`config.mk`:
```
export PLATFORM = sky130hd
export DESIGN_NAME = fl_checkpoint_stack
export DESIGN_NICKNAME = d
export VERILOG_FILES = /design/src/rtl/sys_defs.sv /design/src/rtl/bstack_alloc_sel.sv /design/src/rtl/fl_checkpoint_stack.sv
export SDC_FILE = /design/constraint.sdc
export NUM_CORES = 1
export LEC_CHECK = 0
export CORE_AREA = 3 3 168 170
export DETAILED_ROUTE_END_ITERATION = 6
export DIE_AREA = 0 0 171 173
export PLACE_DENSITY = 0.54
export SETUP_SLACK_MARGIN = 0.3
export SLEW_MARGIN = 20
export SYNTH_ARGS = -nofsm -noshare
export SYNTH_HDL_FRONTEND = slang
export SYNTH_HIERARCHICAL = 1
export SYNTH_SLANG_ARGS = --single-unit
```
`constraint.sdc`:
```
create_clock -name clock -period 2.5 [get_ports clock]
set_input_delay 0.5 -clock clock [delete_from_list [all_inputs] [get_ports clock]]
set_output_delay 0.5 -clock clock [all_outputs]
set_load 0.05 [all_outputs]
```
`src/rtl/sys_defs.sv`:
```
// Shared definitions for the rename/freelist slice: sizes, branch tag/mask types
// and the freelist state image exchanged with the checkpoint stack.
`ifndef SYS_DEFS_SV
`define SYS_DEFS_SV

`define FREELIST_FIFO_SIZE 32
`define BSTACK_DEPTH 4

package sys_defs;

    localparam int FL_FIFO_SIZE = `FREELIST_FIFO_SIZE;
    localparam int FL_PTR_W     = $clog2(FL_FIFO_SIZE) + 1;
    localparam int PREG_IDX_W   = 6;
    localparam int BSTACK_DEPTH = `BSTACK_DEPTH;
    localparam int BRANCH_TAG_W = $clog2(BSTACK_DEPTH);

    typedef logic [BRANCH_TAG_W-1:0] BRANCH_TAG;
    typedef logic [BSTACK_DEPTH-1:0] BRANCH_MASK;

    typedef struct packed {
        logic [FL_FIFO_SIZE-1:0][PREG_IDX_W-1:0] free_list;
        logic [FL_PTR_W-1:0]                     read_ptr;
        logic [FL_PTR_W-1:0]                     write_ptr;
    } FREELIST_STATE_PACKET;

endpackage

`endif

```
`src/rtl/bstack_alloc_sel.sv`:
```
// Lowest-zero priority encoder: picks the lowest free checkpoint slot and
// flags whether any slot is free at all.
module bstack_alloc_sel #(
    parameter int N = 4,
    localparam int W = (N > 1) ? $clog2(N) : 1
) (
    input  logic [N-1:0] busy,
    output logic [W-1:0] idx,
    output logic         any_free
);

    // NOTE: both outputs get a default first so no path leaves them unassigned (no latch).
    always_comb begin
        idx      = '0;
        any_free = 1'b0;
        // Scan downward so the lowest free index is the last one written.
        for (int i = N - 1; i >= 0; i--) begin
            if (!busy[i]) begin
                idx      = W'(i);
                any_free = 1'b1;
            end
        end
    end

endmodule

```
`src/rtl/fl_checkpoint_stack.sv`:
```
// Branch checkpoint stack for the freelist: snapshots the read pointer per branch,
// tracks branch age via dependency masks, and builds the squash restore image.
module fl_checkpoint_stack
    import sys_defs::*;
#(
    parameter int DEPTH     = BSTACK_DEPTH,
    parameter int FIFO_SIZE = FL_FIFO_SIZE
) (
    input  logic                       clock,
    input  logic                       reset,
    input  logic                       br_dispatch,
    input  logic [1:0]                 br_pregs_before,
    input  FREELIST_STATE_PACKET       fl_state_in,
    input  logic                       resolve_valid,
    input  logic [$clog2(DEPTH)-1:0]   resolve_tag,
    input  logic                       resolve_mispredict,
    output logic [$clog2(DEPTH)-1:0]   alloc_tag,
    output logic [DEPTH-1:0]           alloc_mask,
    output logic                       stall,
    output logic                       squash,
    output FREELIST_STATE_PACKET       branch_stack_state,
    output logic [DEPTH-1:0]           kill_mask
);

    localparam int TAG_W = $clog2(DEPTH);
    localparam int PTR_W = $clog2(FIFO_SIZE) + 1;

    logic [DEPTH-1:0] valid, valid_next;
    logic [PTR_W-1:0] rptr [DEPTH];
    logic [PTR_W-1:0] rptr_next [DEPTH];
    logic [DEPTH-1:0] dep [DEPTH];
    logic [DEPTH-1:0] dep_next [DEPTH];

    logic [TAG_W-1:0] free_tag;
    logic             any_free;
    logic             hit, mis_hit, cor_hit, do_alloc;
    logic [DEPTH-1:0] cor_clear, live_after_resolve;
    logic [PTR_W:0]   ptr_sum, ptr_wrap;

    bstack_alloc_sel #(.N(DEPTH)) u_alloc_sel (
        .busy     (valid),
        .idx      (free_tag),
        .any_free (any_free)
    );

    assign hit        = resolve_valid & valid[resolve_tag];
    assign mis_hit    = hit & resolve_mispredict;
    assign cor_hit    = hit & ~resolve_mispredict;
    assign stall      = ~any_free;
    assign alloc_tag  = free_tag;
    assign alloc_mask = valid;
    assign squash     = mis_hit;
    // A mispredict squashes the younger dispatching branch along with everything else.
    assign do_alloc   = br_dispatch & any_free & ~mis_hit;

    always_comb begin
        cor_clear = '0;
        if (cor_hit) cor_clear[resolve_tag] = 1'b1;
        live_after_resolve = valid & ~cor_clear;
    end

    always_comb begin
        kill_mask = '0;
        if (mis_hit) begin
            kill_mask[resolve_tag] = 1'b1;
            for (int j = 0; j < DEPTH; j++) begin
                if (valid[j] && dep[j][resolve_tag]) kill_mask[j] = 1'b1;
            end
        end
    end

    // Only the read side rewinds; retirements feeding the write side are older than the branch.
    always_comb begin
        branch_stack_state = '0;
        if (mis_hit) begin
            branch_stack_state.read_ptr  = FL_PTR_W'(rptr[resolve_tag]);
            branch_stack_state.write_ptr = fl_state_in.write_ptr;
            branch_stack_state.free_list = fl_state_in.free_list;
        end
    end

    always_comb begin
        ptr_sum  = (PTR_W + 1)'(fl_state_in.read_ptr) + (PTR_W + 1)'(br_pregs_before);
        ptr_wrap = (ptr_sum >= (PTR_W + 1)'(FIFO_SIZE)) ? ptr_sum - (PTR_W + 1)'(FIFO_SIZE)
                                                       : ptr_sum;
    end

    always_comb begin
        valid_next = live_after_resolve & ~kill_mask;
        for (int j = 0; j < DEPTH; j++) begin
            dep_next[j]  = dep[j] & ~cor_clear;
            rptr_next[j] = rptr[j];
        end
        if (do_alloc) begin
            valid_next[free_tag] = 1'b1;
            dep_next[free_tag]   = live_after_resolve;
            rptr_next[free_tag]  = ptr_wrap[PTR_W-1:0];
        end
    end

    // NOTE: the checkpoint arrays are tiny flops, so they are cleared on reset rather than left undefined.
    // NOTE: sequential state uses non-blocking assignments so every flop samples pre-edge values.
    always_ff @(posedge clock) begin
        if (reset) begin
            valid <= '0;
            for (int j = 0; j < DEPTH; j++) begin
                dep[j]  <= '0;
                rptr[j] <= '0;
            end
        end else begin
            valid <= valid_next;
            for (int j = 0; j < DEPTH; j++) begin
                dep[j]  <= dep_next[j];
                rptr[j] <= rptr_next[j];
            end
        end
    end

endmodule

```
# Word-level counts from Yosys, hierarchy flattened
# Memories as Yosys holds them, arrays and structs flattened.
# Cells that the tools add are included.
# Widths: inputs -> output; s select.
[totals]
reg_bits = 4
ram_bits = 40
in_bits = 213
output_inout_bits = 216
wordCells = 95
mem_count = 2
[memory_table]
columns = ["memory", "depth", "word_bits", "rd", "rd_ports_with_merged_regs", "wr", "line", "text"]
rows = [
  ["rptr", 4, 6, 5, 0, 4, "fl_checkpoint_stack.sv:29", "logic [PTR_W-1:0] rptr [DEPTH];"],
  ["dep", 4, 4, 4, 0, 4, "fl_checkpoint_stack.sv:31", "logic [DEPTH-1:0] dep [DEPTH];"],
]
[classes]
n_addsub = 2
order_cmp = 7
mux = 50
bitwise_logic = 26
reduce_logical = 7
[op_table]
columns = ["operator", "n"]
rows = [
  ["$mux 204", 1],
  ["$mux 6", 6],
  ["$mux 4", 8],
  ["$and 4x4->4", 6],
  ["$bwmux 24", 1],
  ["$mux 24", 1],
  ["$mux 1", 18],
  ["$bwmux 16", 1],
  ["$mux 16", 1],
  ["$demux 6 s2", 1],
  ["$bmux 1 s2", 5],
  ["$demux 4 s2", 1],
  ["$mux 2", 4],
  ["$not 4->4", 2],
  ["$or 1x1->1", 8],
  ["$add 6x2->7", 1],
  ["$ge 7x6->1 const B", 1],
  ["$logic_and 1x1->1", 7],
  ["$lt 2x3->1 const B", 2],
  ["$sub 6x6->6 const B", 1],
  ["$and 1x1->1", 5],
  ["$demux 1 s2", 2],
  ["$ge 2x1->1 const B", 2],
  ["$or 4x4->4", 1],
  ["other kinds (4)", 6],
]

# Logic depth before layout (Yosys ltp)
# Gate-level depths: netlist (run 1).
[logic_depth]
word_depth = 12
ltp_mapped = 7
ltp_nobuf = 6

# By module
# The synthesis (run 1) kept the hierarchy.
[modules_own_cells]
columns = ["module", "n_inst", "cells_each", "area_per_inst_um2", "seq_area_each_um2"]
rows = [
  ["fl_checkpoint_stack", 1, 427, 3378.2, 800.8],
  ["bstack_alloc_sel", 1, 5, 28.8, 0.0],
]

# Worst setup path after synthesis (run 1)
# OpenSTA, ideal clock, no wires.
[synth_path]
path_type = "register -> register"
startpoint = "reg valid[1], in the netlist alloc_mask[1]"
endpoint = "mem rptr[3][4] in the netlist's numbering"
setup_time_ns = 0.116
t_arrival_ns = 2.663
t_required_ns = 2.384
slack_ns = -0.279
path_stages_with_launch = 7
n_path_buf = 1
period_less_slack_ns = 2.779
path_cell_list = "dfxtp_1 > nand2_1 > a21oi_1 > and4_1 > o221ai_2 > buf_6 > a31o_2"
[synth_lines]
columns = ["item", "line", "text"]
rows = [
  ["start, declared", "fl_checkpoint_stack.sv:28", "logic [DEPTH-1:0] valid, valid_next;"],
  ["start signal, assigned", "fl_checkpoint_stack.sv:111", "valid <= valid_next;"],
  ["end, declared", "fl_checkpoint_stack.sv:29", ""],
]

==> reports/qor.yml, run 1 <==
tightestPinTransition_ps: 565
die_area_um2: 29600
rsz0062_at_grt: "yes"
place_congestion: 0.833
syn-num-nets: 648
clkSlewWorstSetupHoldPaths_ps: 60
viasPerCell: 3.89
wl_um: 27000
grt_overflow: 0
final_common_cell: "buf_12"
dp_cells: 1193
postLayoutCoreUtil_pct: 44.5
drc: 0
ant_nets: 0
die_h_um: 173
cts_sinks: 40
period_share_pct: 94.5
layout.nets: 1115
critPathKind: "in -> out"
synth_area_um2: 3410
hold_ws_ps: 472
p_switching_uw: 811
clock_skew_ps: 3.88
p_total_mw: 2.61
area_growth_pct: 251
setup_viol: 0
seqPwrFrac_pct: 25.8
slew_headroom_pct: 62.3
maxCapViolCount: 0
io_buffer_count: 428
drive_above_1_share_pct: 58.8
p_per_area_nw_per_um2: 218
pwr-share-clk_pct: 24.9
grt_pass1_wl_um: 36400
fmax_mhz: 423
routedWlPerCell_um: 21.7
die-width_um: 171
hold_viol: 0
dr.first_iter.drc_count: 204
cp-end-kind: "output port"
grt_antenna_before_repair: 5
grt_max_degree: 23
mostFrequentLayoutCells: "buf_12, clkdlybuf4s50_1, and2_4, dfxtp_1, buf_4"
cp-start-kind: "input pin"
final_cells: 1245
yosysWarnings: 6
rows: 60
ys_ff_latch: 40
core-area_um2: 26900
cp_max_fo: 11
cts-root-buf: "clkbuf_16"
fin_crit_ps: 2360
synth_cell_types: 41
syn_avg_cell_area_um2: 7.89
htreeDepth: 2
hpwl_um: 21800
cp.required_ps: 2000
drv_slew: 0
tritoncts: "built"
clock_latency_ps: 280
p_int_mw: 1.80
seq_area_frac_synth_pct: 23.5
leakagePower_nw: 4.95
grt_pass1_vias: 4871
dr_total_vias: 4844
arrival_ps: 1860
first_pass_iters: 4
hold_path_class: "reg -> reg"
grt_use_total_pct: 16.8
swShare_pct: 31.0
start_util_pct: 12.7
cts-buffers-inserted: 5
ioPinCount: 429
p_comb_share_pct: 49.2
clock_path_buffers: 2
outcome: "complete, no violations"
synthCells: 432
vdd_drop_max_uv: 383
power groups by stage:
stage	sequential, mW	combinational [mW]	clock, mW
CTS	0.678	1.26	0.666
floorplan	0.704	0.445	0
global placement	0.693	1.14	0
finish	0.676	1.29	0.652
global route	0.678	1.35	0.692
detailed placement	0.693	1.15	0
area by class of cell:
cell class                      instances  area, um2
Fill cell                            2439      14900
Timing Repair Buffer                  497       7570
Multi-Input combinational cell        349       2970
Sequential cell                        40        813
Tap cell                              341        427
Clock buffer                            6        139
Inverter                                6       35.0
Clock inverter                          2       13.8
Antenna cell                            4       10.0
worst max-delay path: stages:
cell and delay [ps]:
buf_12 90, mux2i_4 230, o22a_4 220, inv_12 50, buf_12 120, buf_12 140
buf_16 140, and2_2 210, buf_12 150
state kept, by name (all words and copies together) (netlist names):
signal and flops:
rptr 24, alloc_mask 4, dep 12
worst paths after layout:
path | cells after the start | end | slack, ps | from
worst min register to register | 2 | rptr[0][5] | 470 | rptr[0][5]
worst min-delay path | 2 | rptr[0][5] | 470 | rptr[0][5]
worst max-delay path | 9 | branch_stack_state[53] | 140 | resolve_tag[1]
worst max register to register | 8 | rptr[0][4] | 560 | alloc_mask[2]
routing by layer:
| metal | part of all wire (%) | wire length [um] | global-route usage (%) | vias up |
|---|---|---|---|---|
| li1 | - | - | - | 2365 |
| met1 | 39 | 10600 | 20.2 | 2280 |
| met2 | 52 | 14100 | 30.1 | 182 |
| met3 | 7.9 | 2120 | 4.64 | 15 |
| met4 | 0.53 | 142 | 2.45 | 2 |
| met5 | 0.041 | 11 | 0 | - |
cell families (layout without fill, tap and decap cells):
logic type | after synthesis | count (layout) | synth area share [%]
AO/OA/AOI/OAI | 37 | 37 | 8.56
XOR/XNOR | 2 | 2 | 0.514
adder cells (fa/ha/maj) | 3 | 3 | 1.32
buffers and inverters | 43 | 511 | 6.61
flip-flops | 40 | 40 | 23.5
multiplexers | 30 | 30 | 11.2
other | 0 | 4 | 0
AND/OR/NAND/NOR | 277 | 277 | 48.3
synth_stat cells:
| cell type | count | area (um2) |
|---|---|---|
| and2_1 | 204 | 1280 |
| dfxtp_1 | 40 | 801 |
| nor2_1 | 24 | 90.1 |
| mux2i_1 | 22 | 220 |
| buf_2 | 21 | 105 |
| nand3_1 | 18 | 90.1 |
| o21ai_0 | 11 | 55.1 |
| clkbuf_1 | 9 | 33.8 |
| nand2_1 | 9 | 33.8 |
| mux4_2 | 6 | 135 |
| inv_1 | 5 | 18.8 |
| nor3_1 | 5 | 25.0 |
| a31o_2 | 4 | 35.0 |
| a31oi_1 | 4 | 25.0 |
| buf_6 | 4 | 45.0 |
| nor2b_1 | 4 | 25.0 |
| o221ai_2 | 4 | 60.1 |
| a21oi_1 | 3 | 15.0 |
| nand3b_1 | 3 | 22.5 |
| o32ai_1 | 3 | 26.3 |
| a21o_1 | 2 | 15.0 |
| and4b_1 | 2 | 20.0 |
| buf_4 | 2 | 15.0 |
| ha_1 | 2 | 25.0 |
| mux2i_2 | 2 | 27.5 |
| nand4_1 | 2 | 12.5 |
| nand4b_1 | 2 | 17.5 |
| xor2_1 | 2 | 17.5 |
| a21bo_2 | 1 | 10.0 |
| a21boi_1 | 1 | 7.51 |
| a41o_1 | 1 | 10.0 |
| a41oi_1 | 1 | 8.76 |
| and4_1 | 1 | 8.76 |
| buf_1 | 1 | 3.75 |
| fa_1 | 1 | 20.0 |
| inv_2 | 1 | 3.75 |
| nand2b_1 | 1 | 6.26 |
| nor4bb_1 | 1 | 10.0 |
| o22a_4 | 1 | 17.5 |
| o22ai_1 | 1 | 6.26 |
| or2_2 | 1 | 6.26 |
stage by stage:
step / worst slack [ps] / cell area (um2) / TNS, ps
floorplan: 186 / 3870 / 0
global placement: -342 / 10700 / -59700
detailed placement: -339 / 10700 / -60650
CTS: 120 / 11700 / 0
global route: 103 / 12000 / 0
finish: 138 / 12000 / 0
what timing repair did:
| item | CTS | global route |
|---|---|---|
| setup buffers | 15 | 2 |
| resized for setup | 164 | 16 |
| hold buffers | 0 | 0 |
| endpoints found under the setup margin | 211 | 214 |
| gates cloned | 15 | 8 |
| pin swaps | 62 | 33 |
Note: power is estimated with default switching activity, not from simulation.
==> run 2: changes to the inputs <==
--- a/config.mk
+++ b/config.mk
@@ -9,6 +9,7 @@
 export DETAILED_ROUTE_END_ITERATION = 6
 export DIE_AREA = 0 0 171 173
 export PLACE_DENSITY = 0.54
+export REMOVE_ABC_BUFFERS = 1
 export SETUP_SLACK_MARGIN = 0.3
 export SLEW_MARGIN = 20
 export SYNTH_ARGS = -nofsm -noshare
==> reports/qor.yml, run 2 (same netlist as run 1, synthesis figures left out) <==
grt_use_total_pct: 15.9  # -0.82 points
tightestPinTransition_ps: 509  # -55.2 ps
p_per_area_nw_per_um2: 231  # +5.9%
post_dp_cell_area_um2: 10400  # -3.5%
die-width_um: 171  # unchanged
first_pass_iters: 4  # unchanged
final_cells: 1219  # -2.1%
worstReg2RegStart: "alloc_mask[3]"
hold_path_class: "reg -> reg"
drc: 0  # unchanged
clkSlewWorstSetupHoldPaths_ps: 60  # about the same
hp-start: "rptr[1][3]"
cp-end-kind: "output port"
area_growth_pct: 228
grt_pass1_wl_um: 34600  # -4.9%
fillCellCount: 2556  # +4.8%
slew_headroom_pct: 66.0  # +3.7 points
hold_viol: 0  # unchanged
cp-start-kind: "input pin"
reg2reg_to: "rptr[1][4]"
maxCapViolCount: 0  # unchanged
critPathKind: "in -> out"
rows: 60  # unchanged
cts_sinks: 40  # unchanged
dr.first_iter.drc_count: 159  # -22%
critPathLaunch: "resolve_tag[1]"
drv_slew: 0  # unchanged
clock_path_buffers: 2  # unchanged
holdPathEnd: "rptr[1][3]"
finalSetupTns_ps: 0  # unchanged
grt_pass1_vias: 4687  # -3.8%
drive_above_1_share_pct: 46.8  # -12 points
layout.nets: 1089  # -2.3%
dp_cells: 1198  # +0.42%
clock_latency_ps: 280  # about the same
top_register: "rptr"
wl_um: 25800  # -4.5%
period_share_pct: 91.8  # -2.7 points
final_common_cell: "buf_12"
outcome: "complete, no violations"
tritoncts: "built"
leakagePower_nw: 4.59  # -7.1%
grt_antenna_before_repair: 6  # +1
hpwl_um: 22100  # +1.1%
viasPerCell: 3.84  # -1.4%
cp.required_ps: 2000  # about the same
grt_max_degree: 40  # +74%
ant_nets: 0  # unchanged
htreeDepth: 2  # unchanged
arrival_ps: 1800  # -60 ps
start_util_pct: 12.7  # unchanged
place_congestion: 0.895  # +7.5%
die_area_um2: 29600  # unchanged
hold_path_depth: 2  # unchanged
dr_total_vias: 4675  # -3.5%
routedWlPerCell_um: 21.1  # -2.4%
clock_skew_ps: 2.42  # -1.46 ps
core-area_um2: 26900  # unchanged
largest_reg_flops: 24  # unchanged
fmax_mhz: 436  # +2.9%
regArea_um2: 801  # -1.5%
ioPinCount: 429  # unchanged
cp_max_fo: 7  # -4
hold_ws_ps: 472  # -0.625 ps
die_h_um: 173  # unchanged
io_buffer_count: 428  # unchanged
r2r_slack_ps: 630  # +70 ps
pre_cts_slack_ps: -441  # -102 ps
r2r_cells: 7  # -1
cts.hold.buffers_added: 0  # unchanged
mostFrequentLayoutCells: "buf_12, clkdlybuf4s50_1, and2_4, and2_1, dfxtp_1"
setup_viol: 0  # unchanged
fin_crit_ps: 2300  # -66.6 ps
cts-root-buf: "clkbuf_16"
timing.final.ws_setup_ps: 205  # +66.6 ps
final_area_um2: 11200  # -6.7%
rsz0062_at_grt: "yes"
multi_input_comb_area_um2: 2750  # -7.3%
vdd_drop_max_uv: 377  # -1.6%
grt_overflow: 0  # unchanged
cts-buffers-inserted: 5  # unchanged
## run 2: changes by cell type in the layout (fill, tap and decap cells not counted), moves of 3 or more
cell,before,now
and2_2,5,0
buf_4,29,26
dfxtp_1,36,40
clkbuf_16,11,8
and2_1,0,89
dfxtp_4,3,0
and2_4,199,115
buf_12,223,219
buf_16,19,5
## run 2: cell type report
| cell class | instances | share of cell area, % |
|---|---|---|
| antenna | 4 | 0.0896 |
| clock buffer | 5 | 1.12 |
| clock inverter | 3 | 0.381 |
| inverter | 6 | 0.314 |
| multi-input combinational | 349 | 24.6 |
| sequential | 40 | 7.17 |
| tap | 341 | 3.82 |
| timing repair buffer | 470 | 62.4 |
| timing repair inverter | 1 | 0.101 |
## run 2: timing repair
| item | in CTS | in global routing |
|---|---|---|
| setup endpoints to repair | 209 | 215 |
| buffers inserted | 1 | 1 |
| pin swaps | 1 | 18 |
| resized for setup | 50 | 118 |
| gates cloned | 4 | 3 |
## run 2: power breakdown
part           switching [mW]  total (mW)  internal (mW)
combinational           0.519        1.19          0.672
clock                   0.250       0.718          0.468
sequential             0.0134       0.674          0.660
## run 2: metrics by stage
step	utilization, %	total power, mW
2_1_floorplan	-	1.08
3_3_place_gp	38.5	1.80
3_5_place_dp	38.5	1.81
4_1_cts	39.9	2.56
5_1_grt	41.6	2.69
6_report	41.6	2.58
## run 2: how the worst max path moves through the flow
stage	end	depth (start not counted)	slack [ps]
2_1_floorplan	branch_stack_state[10]	4	-1130
3_5_place_dp	branch_stack_state[154]	7	-440
3_3_place_gp	branch_stack_state[79]	7	-430
6_report	branch_stack_state[22]	8	200
5_1_grt	branch_stack_state[22]	8	150
4_1_cts	branch_stack_state[154]	8	160
## run 2: per-layer routing
layer  share of wire, %  track usage, %
met5               0.10               0
met2                 52            28.3
met1                 40            19.3
met3                6.8            4.07
met4                1.2            3.29
## run 2: worst max-delay path: stages
cell and delay (ps):
buf_12 100, mux2i_4 230, o22a_4 280, inv_12 80
buf_12 140, clkbuf_16 150, and2_4 170, buf_12 140
